===== src/rtl/et_ctrl_if.sv =====
// -----------------------------------------------------------------------------
// et_ctrl_if
// Bundles the signals between the early-termination sequencer and its
// neighbours: request side (start/prec/start_ready), stream side
// (z_in/et_req/z_out/sng_en/rshift/cnt_clr) and result side
// (done_valid/done_ready/res_prec/res_len).
//   slave  : view taken by et_ctrl
//   master : view taken by the requester / testbench
// -----------------------------------------------------------------------------
interface et_ctrl_if #(
    parameter int MAX_P = 8,
    parameter int P_W   = $clog2(MAX_P + 1)
) ();
    logic             start;
    logic [P_W-1:0]   prec;
    logic             start_ready;
    logic             z_in;
    logic             et_req;
    logic             z_out;
    logic             sng_en;
    logic             rshift;
    logic             cnt_clr;
    logic             done_valid;
    logic             done_ready;
    logic [P_W-1:0]   res_prec;
    logic [MAX_P:0]   res_len;

    modport slave (
        input  start, prec, z_in, et_req, done_ready,
        output start_ready, z_out, sng_en, rshift, cnt_clr,
               done_valid, res_prec, res_len
    );

    modport master (
        output start, prec, z_in, et_req, done_ready,
        input  start_ready, z_out, sng_en, rshift, cnt_clr,
               done_valid, res_prec, res_len
    );
endinterface


===== src/rtl/et_ctrl.sv =====
// -----------------------------------------------------------------------------
// et_ctrl
// Early-termination sequencer for the variable-shift binary counter.
// Accepts a conversion request with a target precision p, clears the counter
// for one cycle, then gates the stochastic stream into it for up to 2^p
// cycles, pulsing rshift at every power-of-two stream length >= 2. Stops at
// 2^p or, on an early-termination request, at the next power-of-two boundary,
// and presents the achieved precision/length on a valid/ready handshake.
//
// Ports
//   clk    : clock
//   rst_n  : asynchronous active-low reset
//   bus    : et_ctrl_if.slave
//            start/prec/start_ready       request handshake
//            z_in/et_req                  stream bit, early-term request
//            z_out/sng_en/rshift/cnt_clr  counter control
//            done_valid/done_ready        result handshake
//            res_prec/res_len             achieved precision j, length 2^j
//
// Build option
//   ET_CTRL_EARLY_TERM_EN : when defined, et_req/et_pend terminate the run at
//                           the next boundary; otherwise every run is 2^p long.
// -----------------------------------------------------------------------------
module et_ctrl #(
    parameter int MAX_P = 8,
    parameter int P_W   = $clog2(MAX_P + 1)
) (
    input  logic       clk,
    input  logic       rst_n,
    et_ctrl_if.slave   bus
);
    typedef enum logic [1:0] {
        S_IDLE = 2'd0,
        S_CLR  = 2'd1,
        S_RUN  = 2'd2,
        S_DONE = 2'd3
    } state_t;

    state_t           r_state;
    state_t           w_state_next;
    logic [P_W-1:0]   r_p;
    logic [MAX_P:0]   r_i;
    logic [P_W-1:0]   r_res_prec;
    logic [MAX_P:0]   r_res_len;

    logic [MAX_P:0]   w_ip1;
    logic [MAX_P:0]   w_pow;
    logic             w_boundary;
    logic [P_W-1:0]   w_j;
    logic             w_et_now;
    logic             w_exit;
    logic [P_W-1:0]   w_prec_clamped;

    // i+1 never exceeds 2^MAX_P, so it fits in MAX_P+1 bits without wrap.
    assign w_ip1 = r_i + {{MAX_P{1'b0}}, 1'b1};

    // w_pow[gi] marks i+1 == 2^gi; at most one bit can be set.
    generate
        for (genvar gi = 0; gi <= MAX_P; gi++) begin : g_pow
            localparam logic [MAX_P:0] L_BIT = {{MAX_P{1'b0}}, 1'b1} << gi;
            assign w_pow[gi] = (w_ip1 == L_BIT);
        end
    endgenerate

    assign w_boundary = |w_pow;

    always_comb begin
        w_j = '0;
        for (int k = 0; k <= MAX_P; k++) begin
            if (w_pow[k]) w_j = P_W'(k);
        end
    end

`ifdef ET_CTRL_EARLY_TERM_EN
    logic r_et_pend;
    // A request in the boundary cycle itself counts without waiting for et_pend.
    assign w_et_now = r_et_pend | bus.et_req;
`else
    assign w_et_now = 1'b0;
`endif

    // i never runs past 2^p-1, so a boundary always has j <= p.
    assign w_exit = (r_state == S_RUN) && w_boundary &&
                    ((w_j == r_p) || w_et_now);

    assign w_prec_clamped = (bus.prec > P_W'(MAX_P)) ? P_W'(MAX_P) : bus.prec;

    // State register
    always_ff @(posedge clk or negedge rst_n) begin
        if (!rst_n) r_state <= S_IDLE;
        else        r_state <= w_state_next;
    end

    // Next-state logic
    always_comb begin
        w_state_next = r_state;
        case (r_state)
            S_IDLE:  if (bus.start)      w_state_next = S_CLR;
            S_CLR:                       w_state_next = S_RUN;
            S_RUN:   if (w_exit)         w_state_next = S_DONE;
            S_DONE:  if (bus.done_ready) w_state_next = S_IDLE;
            default:                     w_state_next = S_IDLE;
        endcase
    end

    // Cycle index, latched precision, results
    always_ff @(posedge clk or negedge rst_n) begin
        if (!rst_n) begin
            r_p        <= '0;
            r_i        <= '0;
            r_res_prec <= '0;
            r_res_len  <= '0;
        end else begin
            if (r_state == S_IDLE && bus.start) begin
                r_p <= w_prec_clamped;
                r_i <= '0;
            end
            if (r_state == S_RUN) begin
                if (w_exit) begin
                    r_res_prec <= w_j;
                    r_res_len  <= w_ip1;   // equals 2^j on a boundary
                end else begin
                    r_i <= w_ip1;
                end
            end
        end
    end

`ifdef ET_CTRL_EARLY_TERM_EN
    always_ff @(posedge clk or negedge rst_n) begin
        if (!rst_n) begin
            r_et_pend <= 1'b0;
        end else if (r_state == S_IDLE && bus.start) begin
            r_et_pend <= 1'b0;
        end else if (r_state == S_RUN && !w_boundary && bus.et_req) begin
            r_et_pend <= 1'b1;
        end
    end
`endif

    // Moore outputs; z_out is the only combinational path from an input.
    assign bus.start_ready = (r_state == S_IDLE);
    assign bus.cnt_clr     = (r_state == S_CLR);
    assign bus.sng_en      = (r_state == S_RUN);
    assign bus.rshift      = (r_state == S_RUN) && w_boundary && (r_i != '0);
    assign bus.z_out       = bus.z_in & bus.sng_en;
    assign bus.done_valid  = (r_state == S_DONE);
    assign bus.res_prec    = r_res_prec;
    assign bus.res_len     = r_res_len;

endmodule

===== src/flat_wrapper.sv =====
// flat-port wrapper written by rule: the top's interface ports become plain ports
module et_ctrl_flat 
#(
    parameter int MAX_P = 8,
    parameter int P_W   = $clog2(MAX_P + 1)
)
  (clk, rst_n, bus_start, bus_prec, bus_z_in, bus_et_req, bus_done_ready, bus_start_ready, bus_z_out, bus_sng_en, bus_rshift, bus_cnt_clr, bus_done_valid, bus_res_prec, bus_res_len);
  et_ctrl_if #(.MAX_P(MAX_P), .P_W(P_W)) bus_i ();
  input  logic clk;
  input  logic rst_n;
  input wire logic [$bits(bus_i.start)-1:0] bus_start;
  input wire logic [$bits(bus_i.prec)-1:0] bus_prec;
  input wire logic [$bits(bus_i.z_in)-1:0] bus_z_in;
  input wire logic [$bits(bus_i.et_req)-1:0] bus_et_req;
  input wire logic [$bits(bus_i.done_ready)-1:0] bus_done_ready;
  output wire logic [$bits(bus_i.start_ready)-1:0] bus_start_ready;
  output wire logic [$bits(bus_i.z_out)-1:0] bus_z_out;
  output wire logic [$bits(bus_i.sng_en)-1:0] bus_sng_en;
  output wire logic [$bits(bus_i.rshift)-1:0] bus_rshift;
  output wire logic [$bits(bus_i.cnt_clr)-1:0] bus_cnt_clr;
  output wire logic [$bits(bus_i.done_valid)-1:0] bus_done_valid;
  output wire logic [$bits(bus_i.res_prec)-1:0] bus_res_prec;
  output wire logic [$bits(bus_i.res_len)-1:0] bus_res_len;
  assign bus_i.start = bus_start;
  assign bus_i.prec = bus_prec;
  assign bus_i.z_in = bus_z_in;
  assign bus_i.et_req = bus_et_req;
  assign bus_i.done_ready = bus_done_ready;
  assign bus_start_ready = bus_i.start_ready;
  assign bus_z_out = bus_i.z_out;
  assign bus_sng_en = bus_i.sng_en;
  assign bus_rshift = bus_i.rshift;
  assign bus_cnt_clr = bus_i.cnt_clr;
  assign bus_done_valid = bus_i.done_valid;
  assign bus_res_prec = bus_i.res_prec;
  assign bus_res_len = bus_i.res_len;
  et_ctrl #(.MAX_P(MAX_P), .P_W(P_W)) u_core (.clk(clk), .rst_n(rst_n), .bus(bus_i));
endmodule

===== config.mk =====
export PLATFORM = sky130hd
export DESIGN_NAME = et_ctrl_flat
export DESIGN_NICKNAME = d
export VERILOG_FILES = /design/src/rtl/et_ctrl_if.sv /design/src/rtl/et_ctrl.sv /design/src/flat_wrapper.sv
export SDC_FILE = /design/constraint.sdc
export NUM_CORES = 1
export LEC_CHECK = 0
export CORE_MARGIN = 3
export CORE_UTILIZATION = 40
export DETAILED_ROUTE_END_ITERATION = 8
export PLACE_DENSITY = 0.63
export SETUP_SLACK_MARGIN = 0.3
export SLEW_MARGIN = 20
export SYNTH_ARGS = -nofsm -noshare
export SYNTH_HDL_FRONTEND = slang
export SYNTH_SLANG_ARGS = --single-unit

===== constraint.sdc =====
create_clock -name clk -period 3.95 [get_ports clk]
set_input_delay 0.395 -clock clk [delete_from_list [all_inputs] [get_ports clk]]
set_output_delay 0.395 -clock clk [all_outputs]
set_load 0.005 [all_outputs]

==> results.yml, run 1 <==
outcome:
  outcome: "complete, no violations"
clocking:
  root_buffer: "clkbuf_8"
  cts_inserted_buffers: 3
  clock_latency_ps: 280
  cts_tree: "done"
  htree_levels: 1
  cts_buffer_depth: 2
  clkTransAtPathRegs_ps: 100
  cts.sinks: 28
power_and_ir_drop:
  powerDensity_nw_per_um2: 716
  ir_drop_mv: 0.390
  p_leak_nw: 0.953
sta:
  min_period_ps: 3370
  clock.fmax_ghz: 0.297
  hold_viol: 0
  finClkSkew_ps: 7.97
  tns_ps: 0
  setup_violations: 0
  rsz0062_at_grt: "false"
  slew_viol_final: 0
  min_period_over_period_pct: 85.3
  max_slew.worst_pin.slew_ps: 594
  maxSlewHeadroom_pct: 60.1
critical_path:
  required_ps: 3560
  startpoint_type: "register"
  cp-end-kind: "primary output"
  timing.critical_path.from: "u_core.r_i[2]$_DFF_PN0_"
  crit_chain: "nand2_2 -> o32ai_2 -> nand3_1 -> nand2b_1 -> a211o_1 -> a21oi_1 -> clkdlybuf4s50_1"
  r2r-start: "u_core.r_i[2]$_DFF_PN0_"
  path_max_fanout: 16
  setup.worst_path.class: "register to primary output"
  cp_slowest_stage_delay_ps: 680
  cp.arrival_ps: 2970
  crit_slowest_cell: "dfrtp_1"
floorplan:
  core_area_um2: 4530
  fp.dieH_um: 76.1
  ios: 29
  row_count: 24
  start_util_pct: 43.3
  die_x_um: 76.1
  dieArea_um2: 5780
finish:
  final.fill_count: 427
  final_util_pct: 51.1
  area_delta_synth_final_pct: 18.0
  drive_gt1_share_pct: 11.2
  diodes: 0
  final_area_um2: 2320
  multi_input_area_um2: 1130
  seq_area_um2: 701
  final_nets: 252
synthesis:
  ys_seq_area_share_pct: 35.7
  synth_area_um2: 1960
  synth_top_area_cell: "dfrtp_1"
  synth.distinct_cells: 59
  synth.area.top_cells: "dfrtp_1 (36%), nand2_1 (5.2%), ha_1 (5.1%)"
  synthCells: 211
  avgSynthCellArea_um2: 9.30
  dominantRegCellSynth: "dfrtp_1"
  yosysWarnings: 0
  async_reset_ff_share_pct: 100
  netlist.area_leader.share_pct: 35.7
  synth-seq-cells: 28
  synth_edf_count: 0
  syn_nets: 229
placement:
  io_buffer_count: 27
  dp.final_hpwl_mm: 3.18
  gp_congestion: 0.898
  dpl_cell_area_um2: 2260
flow_run:
  cap_violations: 0
drt:
  drt_wl_total_mm: 4.36
  wl_per_cell_um: 14.6
  drt_iter0_drc: 178
  drcViolationCount: 0
  route.vias.total: 1641
  vias_per_cell: 5.51
  drt_first_pass_iters: 4
  ant_nets: 0
worst_hold_path:
  min_path_type: "primary input to asynchronous set/reset pin"
grt:
  grt_pass1_wl_mm: 7.53
  overflow: 0
  grt_antenna_before_repair: 0
  grt_use_total_pct: 15.7
  grt_max_degree: 29
  first_global_vias: 1528
path summary, 6_finish.rpt:
path | endpoint | slack [ps] | depth (start not counted)
setup / recovery | bus_rshift | 580 | 7
hold / removal | u_core.bus.res_len[3]$_DFFE_PN0P_ | 480 | 2
setup reg to reg | u_core.r_i[1]$_DFF_PN0_ | 800 | 9
hold reg to reg | u_core.bus.res_len[8]$_DFFE_PN0P_ | 480 | 2
max in group asynchronous | u_core.r_p[1]$_DFFE_PN0P_ | 3200 | 2
min in group clk | u_core.bus.res_len[8]$_DFFE_PN0P_ | 480 | 2
worst max-delay path, delay by kind of cell, from the launching register on:
| family | cells | cell delay (ps) |
|---|---|---|
| AOI/OAI and AO/OA | 3 | 870 |
| DFF | 1 | 680 |
| and+or+nand+nor | 3 | 600 |
| buffers and inverters | 1 | 530 |
report_power, final:
group,switching (mW),internal [mW]
Clock,0.0920,0.0895
Combinational,0.500,0.475
Sequential,0.107,0.397
cells in the final DEF (no fill, tap or decap), types with 2 or more instances in the layout:
master / count
mux2_1: 5
mux2i_1: 7
and2_1: 2
o31ai_2: 3
a21oi_1: 6
ha_1: 7
clkbuf_8: 4
a211oi_1: 2
a21boi_0: 2
o211ai_1: 3
a21o_1: 2
inv_1: 8
dfrtp_1: 28
xor2_1: 6
clkdlybuf4s50_1: 27
nand3_1: 8
nand2b_1: 4
buf_4: 6
or3b_2: 2
or3_1: 3
xnor2_1: 8
nand2_1: 27
nand3_2: 2
o21ai_1: 5
nor2_1: 7
nand4_1: 2
o21ai_0: 15
layer usage:
layer | wire length, µm | track usage [%] | part of all wire, %
met1 | 2070 | 21.8 | 48
met2 | 2060 | 26.0 | 47
met3 | 196 | 2.96 | 4.5
met4 | 27 | 2.72 | 0.62
met5 | 0 | 0 | 0
cell usage after synthesis, drive strengths merged (4+ instances only):
cell type	count
buf	12
inv	9
nand2b	4
dfrtp	28
o31ai	4
xnor2	8
mux2	6
xor2	6
o21ai	20
mux2i	7
nand2	28
a21oi	6
nand3	10
ha	8
nor2	7
state kept, by name, indices dropped and copies added (netlist names):
signal,flops
u_core.bus.res_len,9
u_core.r_p,4
u_core.r_state,2
u_core.bus.res_prec,4
u_core.r_i,9
final cells by class:
type / instances / share of cell area [%]
Sequential cell: 28 / 30.2
Timing Repair Buffer: 33 / 13.6
Tap cell: 65 / 3.51
Inverter: 9 / 1.46
Multi-Input combinational cell: 159 / 48.8
Clock buffer: 4 / 2.38
per-stage QoR:
step | setup WS [ps] | std cells | power (mW) | hold WS, ps
final | 580 | 298 | 1.66 | 481
after global routing | 388 | 298 | 1.81 | 510
after detailed placement | 682 | 294 | 1.49 | 469
after global placement | 729 | 294 | 1.48 | 461
after CTS | 423 | 298 | 1.68 | 492
after floorplan | 1080 | 211 | 1.18 | 99.4
logic make-up (layout without fill, tap and decap cells):
kind of cell               Yosys count  after routing  share of synthesized area (%)
and+or+nand+nor                     68             68                           18.2
buffers and inverters               24             46                           6.82
DFF                                 28             28                           35.7
AOI/OAI and AO/OA                   56             56                           21.0
muxes                               13             13                           7.01
adders and majority gates            8              8                           5.10
xor gates and xnor gates            14             14                           6.25
timing repair:
action                     in CTS  in global routing
setup buffers                   0                  0
resized for setup               0                  1
hold buffers                    0                  0
setup endpoints to repair       0                  1
Power figures use the tool's default switching activity.
==> run 2: changes to the inputs <==
--- a/config.mk
+++ b/config.mk
@@ -8,6 +8,7 @@
 export CORE_MARGIN = 3
 export CORE_UTILIZATION = 40
 export DETAILED_ROUTE_END_ITERATION = 8
+export HOLD_SLACK_MARGIN = 0.06
 export PLACE_DENSITY = 0.63
 export SETUP_SLACK_MARGIN = 0.3
 export SLEW_MARGIN = 20
==> results of run 2 <==
Same layout as run 1: the final DEF is identical, and so are final timing and power.
==> run 3: changes to the inputs <==
--- a/config.mk
+++ b/config.mk
@@ -5,11 +5,12 @@
 export SDC_FILE = /design/constraint.sdc
 export NUM_CORES = 1
 export LEC_CHECK = 0
-export CORE_MARGIN = 3
+export CORE_MARGIN = 2
 export CORE_UTILIZATION = 40
 export DETAILED_ROUTE_END_ITERATION = 8
 export HOLD_SLACK_MARGIN = 0.06
 export PLACE_DENSITY = 0.63
+export RECOVER_POWER = 100
 export SETUP_SLACK_MARGIN = 0.3
 export SLEW_MARGIN = 20
 export SYNTH_ARGS = -nofsm -noshare
==> results.yml, run 3 (same netlist as run 1, synthesis figures left out) <==
clocking:
  htree_levels: 1
  cts_inserted_buffers: 3
  post_cts_buffers: 0
  clkTransAtPathRegs_ps: 100
  clock_latency_ps: 280
  cts.sinks: 28
  root_buffer: "clkbuf_8"
  cts_tree: "done"
  cts_buffer_depth: 2
finish:
  diodes: 0
  final_area_um2: 2280
  final_util_pct: 48.2
  drive_gt1_share_pct: 8.62
  layout_common_cells: "nand2_1 (27), dfrtp_1 (27), o21ai_0 (17), dlygate4sd3_1 (17), clkdlybuf4s50_1 (9)"
  area_delta_synth_final_pct: 16.1
  final_nets: 251
critical_path:
  path_max_fanout: 16
  cp.arrival_ps: 3680
  required_ps: 4120
  setup.worst_path.class: "register to register"
  cp-end-kind: "register"
  startpoint_type: "register"
drt:
  drcViolationCount: 0
  vias_per_cell: 5.34
  ant_nets: 0
  drt_iter0_drc: 114
  drt_first_pass_iters: 4
  route.vias.total: 1598
  wl_per_cell_um: 14.7
  drt_wl_total_mm: 4.39
grt:
  use_met1_pct: 23.8
  grt_use_total_pct: 17.3
  grt_antenna_before_repair: 0
  grt_pass1_wl_mm: 7.36
  overflow: 0
  globalRoute.busiestLayer: "met2"
  grt_max_degree: 25
  first_global_vias: 1513
  grtUsageMet3_pct: 2.57
  grt.met2_usage_pct: 28.1
placement:
  io_buffer_count: 27
  dp.final_hpwl_mm: 3.22
  pre_cts_ws_ps: 471
  dpl_cell_area_um2: 2250
  gp_congestion: 0.873
sta:
  maxSlewHeadroom_pct: 11.4
  slew_viol_final: 0
  rsz0062_at_grt: "false"
  clock.fmax_ghz: 0.285
  hold_viol: 0
  final.setup.worst_slack_ps: 436
  finClkSkew_ps: 3.54
  min_period_ps: 3510
  tns_ps: 0
  max_slew.worst_pin.slew_ps: 1330
  setup_violations: 0
  min_period_over_period_pct: 89.0
worst_hold_path:
  min_path_type: "primary input to asynchronous set/reset pin"
power_and_ir_drop:
  p_switching_mw: 0.688
  power.internal_mw: 0.919
  seq_power_share_pct: 32.2
  combPwrFrac_pct: 56.5
  p_leak_nw: 0.978
  powerDensity_nw_per_um2: 705
  fin_total_pwr_mw: 1.61
  swShare_pct: 42.8
  ir_drop_mv: 0.240
  clockPowerShare_pct: 11.2
floorplan:
  core_area_um2: 4720
  start_util_pct: 41.6
  die_x_um: 74.1
  ios: 29
  fp.dieH_um: 74.1
  row_count: 25
  dieArea_um2: 5480
flow_run:
  cap_violations: 0
outcome:
  outcome: "complete, no violations"
## run 3: cell count changes in the layout (fill, tap and decap cells not counted), sizes merged
| cell | before | now |
|---|---|---|
| clkbuf | 4 | 6 |
| dlygate4sd3 | 0 | 17 |
| buf | 6 | 4 |
| clkdlybuf4s50 | 27 | 9 |
## run 3: per-stage QoR
step	cells	hold WS [ps]
final	299	394
after global routing	299	507
after CTS	299	107
after detailed placement	295	420
after global placement	295	460
after floorplan	211	99.4
## run 3: repair_timing
action,CTS,global route
endpoints found under the setup margin,0,15
hold buffers,0,0
resized for setup,0,1
## run 3: power by group through the flow
| stage | Sequential (mW) | Clock (mW) | Combinational (mW) |
|---|---|---|---|
| 6_report | 0.518 | 0.180 | 0.908 |
| 5_1_grt | 0.536 | 0.199 | 1.02 |
| 4_1_cts | 0.519 | 0.190 | 0.967 |
| 3_5_place_dp | 0.525 | 0 | 0.959 |
| 3_3_place_gp | 0.522 | 0 | 0.951 |
| 2_1_floorplan | 0.479 | 0 | 0.701 |
## run 3: final timing paths
| kind | startpoint | end | slack, ps | cells past startpoint |
|---|---|---|---|---|
| worst min-delay path | rst_n | u_core.r_state[0]$_DFFE_PN0P_ | 390 | 1 |
| max in group asynchronous | rst_n | u_core.r_i[3]$_DFF_PN0_ | 2690 | 1 |
| worst max-delay path | u_core.r_i[2]$_DFF_PN0_ | u_core.r_state[1]$_DFFE_PN0P_ | 440 | 9 |
| worst max register to register | u_core.r_i[2]$_DFF_PN0_ | u_core.r_state[1]$_DFFE_PN0P_ | 440 | 9 |
| min in group clk | u_core.bus.res_prec[2]$_DFFE_PN0P_ | u_core.bus.res_prec[2]$_DFFE_PN0P_ | 480 | 2 |
| worst min register to register | u_core.bus.res_prec[2]$_DFFE_PN0P_ | u_core.bus.res_prec[2]$_DFFE_PN0P_ | 480 | 2 |
## run 3: cell type report
type	instances	area (µm²)
sequential	28	702
multi-input combinational	159	1110
fill	456	2440
timing repair buffer	32	298
clock buffer	4	55.1
tap	67	83.8
inverter	9	33.8
## run 3: layer usage
| metal | part of all wire, % | wire (µm) |
|---|---|---|
| met5 | 0 | 0 |
| met4 | 1.5 | 66 |
| met3 | 3.5 | 154 |
| met2 | 46 | 2010 |
| met1 | 49 | 2160 |
## run 3: critical path, stage by stage (launching register included)
cell       delay, ps
dfrtp_1          670
nand2_2          180
nor4_2           290
xnor2_1          250
nor4_1           360
xor2_1           120
a211oi_1         300
o2111ai_1        410
a221oi_1         470
mux2_1           350
